$ cat src/rtl/controller_sequencer.sv
// SAP-1 style controller/sequencer: a one-hot T1..T6 ring clocked on the falling edge
// drives a combinational 12-bit control word. Define SAP_HLT_EN to enable the HLT opcode.
module controller_sequencer #(
  parameter int OP_WIDTH  = 4,
  parameter int CON_WIDTH = 12
) (
  input  logic                 CLK,
  input  logic                 CLR,
  input  logic [OP_WIDTH-1:0]  OPCODE,
  output logic [CON_WIDTH-1:0] CON,
  output logic [5:0]           T_STATE,
  output logic                 HLT
);

  typedef enum logic [5:0] {
    T1 = 6'b000001,
    T2 = 6'b000010,
    T3 = 6'b000100,
    T4 = 6'b001000,
    T5 = 6'b010000,
    T6 = 6'b100000
  } t_state_e;

  // Control word bit order: {CP,EP,LM_N,CE_N,LI_N,EI_N,LA_N,EA,SU,EU,LB_N,LO_N}
  localparam logic [CON_WIDTH-1:0] W_IDLE    = CON_WIDTH'(12'h3E3);
  localparam logic [CON_WIDTH-1:0] W_FETCH1  = CON_WIDTH'(12'h5E3);
  localparam logic [CON_WIDTH-1:0] W_FETCH2  = CON_WIDTH'(12'hBE3);
  localparam logic [CON_WIDTH-1:0] W_FETCH3  = CON_WIDTH'(12'h263);
  localparam logic [CON_WIDTH-1:0] W_LM_EI   = CON_WIDTH'(12'h1A3);
  localparam logic [CON_WIDTH-1:0] W_CE_LA   = CON_WIDTH'(12'h2C3);
  localparam logic [CON_WIDTH-1:0] W_CE_LB   = CON_WIDTH'(12'h2E1);
  localparam logic [CON_WIDTH-1:0] W_ADD     = CON_WIDTH'(12'h3C7);
  localparam logic [CON_WIDTH-1:0] W_SUB     = CON_WIDTH'(12'h3CF);
  localparam logic [CON_WIDTH-1:0] W_OUT     = CON_WIDTH'(12'h3F2);

  localparam logic [OP_WIDTH-1:0] OP_LDA = OP_WIDTH'(4'b0000);
  localparam logic [OP_WIDTH-1:0] OP_ADD = OP_WIDTH'(4'b0001);
  localparam logic [OP_WIDTH-1:0] OP_SUB = OP_WIDTH'(4'b0010);
  localparam logic [OP_WIDTH-1:0] OP_OUT = OP_WIDTH'(4'b1110);

  t_state_e               r_state;
  t_state_e               w_state_next;
  logic                   w_halt;
  logic [CON_WIDTH-1:0]   w_con;

`ifdef SAP_HLT_EN
  localparam logic [OP_WIDTH-1:0] OP_HLT = OP_WIDTH'(4'b1111);

  logic r_hlt;
  logic w_hlt_req;

  assign w_hlt_req = (r_state == T4) && (OPCODE == OP_HLT);

  // Once latched, halt no longer depends on OPCODE; only CLR releases it.
  always_ff @(negedge CLK or posedge CLR) begin
    if (CLR) begin
      r_hlt <= 1'b0;
    end else if (w_hlt_req) begin
      r_hlt <= 1'b1;
    end
  end

  assign w_halt = r_hlt | w_hlt_req;
`else
  assign w_halt = 1'b0;
`endif

  always_ff @(negedge CLK or posedge CLR) begin
    if (CLR) begin
      r_state <= T1;
    end else begin
      r_state <= w_state_next;
    end
  end

  always_comb begin
    w_state_next = T1;
    if (w_halt) begin
      w_state_next = r_state;
    end else begin
      case (r_state)
        T1:      w_state_next = T2;
        T2:      w_state_next = T3;
        T3:      w_state_next = T4;
        T4:      w_state_next = T5;
        T5:      w_state_next = T6;
        T6:      w_state_next = T1;
        default: w_state_next = T1;
      endcase
    end
  end

  always_comb begin
    w_con = W_IDLE;
    case (r_state)
      T1: w_con = W_FETCH1;
      T2: w_con = W_FETCH2;
      T3: w_con = W_FETCH3;
      T4: begin
        if (OPCODE == OP_LDA || OPCODE == OP_ADD || OPCODE == OP_SUB) begin
          w_con = W_LM_EI;
        end else if (OPCODE == OP_OUT) begin
          w_con = W_OUT;
        end
      end
      T5: begin
        if (OPCODE == OP_LDA) begin
          w_con = W_CE_LA;
        end else if (OPCODE == OP_ADD || OPCODE == OP_SUB) begin
          w_con = W_CE_LB;
        end
      end
      T6: begin
        if (OPCODE == OP_ADD) begin
          w_con = W_ADD;
        end else if (OPCODE == OP_SUB) begin
          w_con = W_SUB;
        end
      end
      default: w_con = W_IDLE;
    endcase
    // CLR suppresses the T1 fetch word so no control pulse escapes during reset.
    if (w_halt || CLR) begin
      w_con = W_IDLE;
    end
  end

  assign CON     = w_con;
  assign T_STATE = r_state;
  assign HLT     = w_halt & ~CLR;

endmodule

$ cat config.mk
export PLATFORM = sky130hd
export DESIGN_NAME = controller_sequencer
export DESIGN_NICKNAME = d
export VERILOG_FILES = /design/src/rtl/controller_sequencer.sv
export SDC_FILE = /design/constraint.sdc
export NUM_CORES = 1
export LEC_CHECK = 0
export CAP_MARGIN = 30
export CORE_AREA = 5 5 42 44
export CTS_BUF_LIST = sky130_fd_sc_hd__clkbuf_8
export CTS_CLUSTER_DIAMETER = 120
export DETAILED_ROUTE_END_ITERATION = 6
export DIE_AREA = 0 0 47 49
export PLACE_DENSITY_LB_ADDON = 0.12
export SLEW_MARGIN = 25
export SYNTH_ARGS = -nofsm -noshare
export SYNTH_HDL_FRONTEND = slang
export SYNTH_SLANG_ARGS = --single-unit
$ cat constraint.sdc
create_clock -name CLK -period 2.55 [get_ports CLK]
set_clock_uncertainty 0.1 [all_clocks]
set_input_delay 0.51 -clock CLK [delete_from_list [all_inputs] [get_ports CLK]]
set_output_delay 0.51 -clock CLK [all_outputs]
set_load 0.005 [all_outputs]
==> summary.md, run 1 <==
| Metric | Value |
|---|---|
| Status | aborted with a tool error |
| Failing step | clock tree synthesis (4_1_cts) |
| Error | [ERROR DPL-0038] Utilization greater than 100%, impossible to legalize |
| Clock sink count | 6 |
| Clock Tree Root | clkbuf_8 |
| Top cell type's share of synthesized area | 23.9% |
| Sequential area share after synthesis | 28.9% |
| Die W | 47 um |
| Synth Flop Type | dfrtn_1 |
| Pre-CTS setup slack | -1.20 ns |
| Synth Cell Area | 524 um2 |
| Cell count after synthesis | 66 |
| CTS Buf Count | 3 |
| Post-synth cell types | 33 |
| Syn Area/Cell | 7.94 um2 |
| Fraction of registers with async set/reset | 100% |
| HPWL Detailed | 1410 um |
| Num rows | 14 |
| Initial Utilization | 37.4% |
| Post-synth EDFFs | 0 |
| Number of buffers added for setup after CTS | 44 |
| Hold buffers post-CTS | 0 |
| Yosys warns | 0 |
| Post-CTS sizing | 125 |
| Longest Clk Path Bufs | 2 |
| Mapped Nets | 72 |
| Clock H-tree levels | 1 |
| Synth area leader | dfrtn_1 |
| Routability Congestion | 0.858 |
| Die height | 49 um |
| IO Count | 25 |
| Synth Register Bits | 6 |
| Top cells by area, synth | dfrtn_1 (24%), nand2b_1 (6.0%), o21ai_0 (5.7%), dfstp_2 (5.0%), nor3_1 (4.8%) |
| I/O Buffers | 23 |
## kinds of logic after synthesis
group | count (synthesis) | share of synthesized area (%)
XOR/XNOR | 2 | 3.34
AND/OR/NAND/NOR | 36 | 43.7
other | 1 | 0.715
AO/OA/AOI/OAI | 13 | 15.3
buffers and inverters | 8 | 8.11
flip-flops | 6 | 28.9
## cell usage after synthesis, types with 2 or more instances
cell,number
o21ai_0,6
dfrtn_1,5
nand2b_1,5
nor2_1,5
nor3_1,5
inv_1,4
nand2_1,4
nor4_1,3
a21oi_1,2
and2_1,2
nand3b_1,2
xor2_1,2
## through the flow
step / utilization (%) / instances / cell area [um2]
after floorplan: - / 66 / 557
after detailed placement: 67.2 / 124 / 942
after global placement: 67.2 / 124 / 942
==> run 2: changes to the inputs <==
- CORE_AREA: 5 5 42 44 -> 5 5 66 68
- CTS_BUF_LIST: sky130_fd_sc_hd__clkbuf_8 -> default
- CTS_CLUSTER_DIAMETER: 120 -> default
- DIE_AREA: 0 0 47 49 -> 0 0 71 73
- PLACE_DENSITY_LB_ADDON: 0.12 -> 0.15
==> run 2 against run 1 <==
Net effect:
- the flow now finishes, with violations (setup timing)
- synthesized cell count unchanged
- synthesized area unchanged
==> summary.md, run 2 <==
| Metric | Value |
|---|---|
| Die height | 73 um (+49%) |
| Maximum resistive drop on vdd | 0.193 mV |
| Max-cap check violation count | 0 |
| Number of global-route vias before repair | 780 |
| Clock sink count | 6 (unchanged) |
| Vias per inst | 4.05 |
| RR Endpoint | T_STATE[0] |
| Core box area | 3800 um2 |
| Post-route insts no fill | 182 |
| CTS clk-pin slew, worst paths | 0.04 ns |
| Area Overhead vs Synth | 150% |
| Grt ovf | 0 |
| Status | finished, violations left |
| Hold path cells | 3 |
| Top cells by area, synth | dfrtn_1 (24%), nand2b_1 (6.0%), o21ai_0 (5.7%), dfstp_2 (5.0%), nor3_1 (4.8%) |
| Fraction of registers with async set/reset | 100% (unchanged) |
| DIE AREA | 5180 um2 |
| Max FFs per register | 6 |
| Via count | 737 |
| Setup CP Type | flip-flop to output pin |
| Pre-antenna DRT Iters | 4 |
| Commonest cells after routing, fill and taps aside | buf_4 (28), buf_6 (20), buf_2 (11), dfrtn_1 (5), clkdlybuf4s50_1 (5) |
| Die W | 71 um (+51%) |
| Synth Cell Area | 524 um2 (unchanged) |
| Final Total Pwr | 284 uW |
| Layout Nets | 139 |
| Placed inst area | 1010 um2 (+7.7%) |
| HP Class | flip-flop to flip-flop |
| Reg2reg path depth | 8 |
| Mapped Nets | 72 (unchanged) |
| Antenna diodes | 0 |
| Fill cell count | 425 |
| Crit. End Element | output pin |
| First-pass GRT wire length | 3710 um |
| TritonCTS clock tree | done |
| Skew-Pair Late Insertion Delay | 0.29 ns |
| Syn Area/Cell | 7.94 um2 (unchanged) |
| Pwr Density | 217 nW/um2 |
| Total track usage | 8.90% |
| Cell count after synthesis | 66 (unchanged) |
| HPWL Detailed | 1570 um (+11%) |
| Post-synth cell types | 33 (unchanged) |
| Sequential area share after synthesis | 28.9% (unchanged) |
| Number of instances in the placed design | 162 (+31%) |
| Reg2reg start | T_STATE[1] |
| I/O Buffers | 23 (unchanged) |
| Post-synth EDFFs | 0 (unchanged) |
| Number of antenna violations at the first check in global routing | 0 |
| Routability Congestion | 0.790 (-7.9%) |
| Storage cell area | 151 um2 |
| Commonest non-fill, non-tap cell in the layout | buf_4 |
| CTS Buf Count | 3 (unchanged) |
| Worst path required time | 1.94 ns |
| Post-route ant nets | 0 |
| Largest net degree at the start of global routing | 9 |
| WP data arrival | 2.98 ns |
| Fin area | 1310 um2 |
| Final Max Tran Viols | 0 |
| Drt drc | 0 |
| Routed WL | 2230 um |
| R2R Setup Slk | 0.96 ns |
| Top post-synthesis cells by count | o21ai_0 (6), dfrtn_1 (5), nand2b_1 (5), nor2_1 (5), nor3_1 (5) |
| DR WL/cell | 12.2 um |
| Crit path from | T_STATE[0] |
| RSZ-0062 raised after global routing | true |
| Synth Register Bits | 6 (unchanged) |
| Share of layout cells above drive strength 1 | 66.7% |
| Num rows | 23 (+9) |
| IO Count | 25 (unchanged) |
| Top cell type's share of synthesized area | 23.9% (unchanged) |
| Synth area leader | dfrtn_1 |
| CP max FO | 2 |
| Pre-CTS setup slack | -1.19 ns (+0.0129 ns) |
| Yosys warns | 0 (unchanged) |
| Clock Tree Root | clkbuf_8 |
| Cell with the most instances after synthesis | o21ai_0 |
| Longest Clk Path Bufs | 2 (unchanged) |
| Multi-input gate area | 472 um2 |
| Final worst slack | -1.04 ns |
| Failing checks | setup timing |
| Final hold viol count | 0 |
| Initial DRC Count | 14 |
| Critical Path End | CON[4] |
| Clock H-tree levels | 1 (unchanged) |
| Synth Flop Type | dfrtn_1 |
| Setup violators final | 18 |
| Initial Utilization | 13.8% (-24 points) |
| Hold Slack | 0.607 ns |
| Startpoint types | flip-flop |
| Leakage power | 0.641 nW |
==> run 2: cell counts after synthesis <==
No cell type changed its count.
==> run 2: cells by family after synthesis <==
logic type	Yosys count	synth area share (%)
flip-flops	6	28.9
AO/OA/AOI/OAI	13	15.3
XOR/XNOR	2	3.34
AND/OR/NAND/NOR	36	43.7
buffers and inverters	8	8.11
other	1	0.715
==> run 2: metal layers <==
metal	track usage [%]	vias to the layer above	part of all wire [%]
li1	-	373	-
met1	11.7	343	45
met2	14.5	17	49
met3	1.79	4	4.8
met4	3.13	0	1.4
met5	0	-	0
==> run 2: cell type report <==
| class | count | share of cell area (%) |
|---|---|---|
| inverter | 4 | 1.15 |
| multi-input combinational | 52 | 36.0 |
| clock buffer | 4 | 3.44 |
| clock inverter | 1 | 0.287 |
| timing repair buffer | 65 | 42.8 |
| sequential | 6 | 11.6 |
| tap | 50 | 4.78 |
==> run 2: power breakdown <==
group | switching [mW] | internal (mW)
clock | 0.0440 | 0.110
sequential | 0 | 0.0963
combinational | 0.0153 | 0.0186
==> run 2: worst min-delay path by stage <==
stage | end | slack (ns) | startpoint
floorplan | T_STATE[3] | 0.51 | T_STATE[3]
global placement | T_STATE[3] | 0.62 | T_STATE[2]
detailed placement | T_STATE[3] | 0.61 | T_STATE[2]
CTS | T_STATE[2] | 0.62 | T_STATE[4]
global route | T_STATE[2] | 0.66 | T_STATE[2]
finish | T_STATE[3] | 0.61 | T_STATE[2]
==> run 2: per-stage QoR <==
step / util, % / TNS (ns)
global route: 34.5 / -14.30
floorplan: - / -5.87
finish: 34.5 / -13.07
global placement: 26.7 / -15.56
CTS: 32.7 / -13.40
detailed placement: 26.7 / -15.43
==> run 2: worst max-delay path, cell delays in order, from the launching register on <==
cell and delay, ns:
dfstp_2 0.38, nor4_4 0.34, nand3b_4 0.12, or4_4 0.43, inv_2 0.07, buf_6 0.08
==> run 2: what timing repair did <==
item                                    4_1_cts  5_1_grt
endpoints found under the setup margin       18       18
hold buffers                                  0        0
pin swaps                                    11        6
buffers inserted                             16        4
gates resized for setup                      99       18
(Power assumes the default switching activity.)
==> run 3: changes to the inputs <==
- CTS_CLUSTER_DIAMETER: default -> 120
==> results of run 3 <==
Same layout as run 2: the final DEF is identical, and so are final timing and power.
==> run 4: changes to the inputs <==
- ABC_AREA: default -> 0
- ABC_CLOCK_PERIOD_IN_PS: default -> 2550
==> results of run 4 <==
Same layout as run 2: the final DEF is identical, and so are final timing and power.
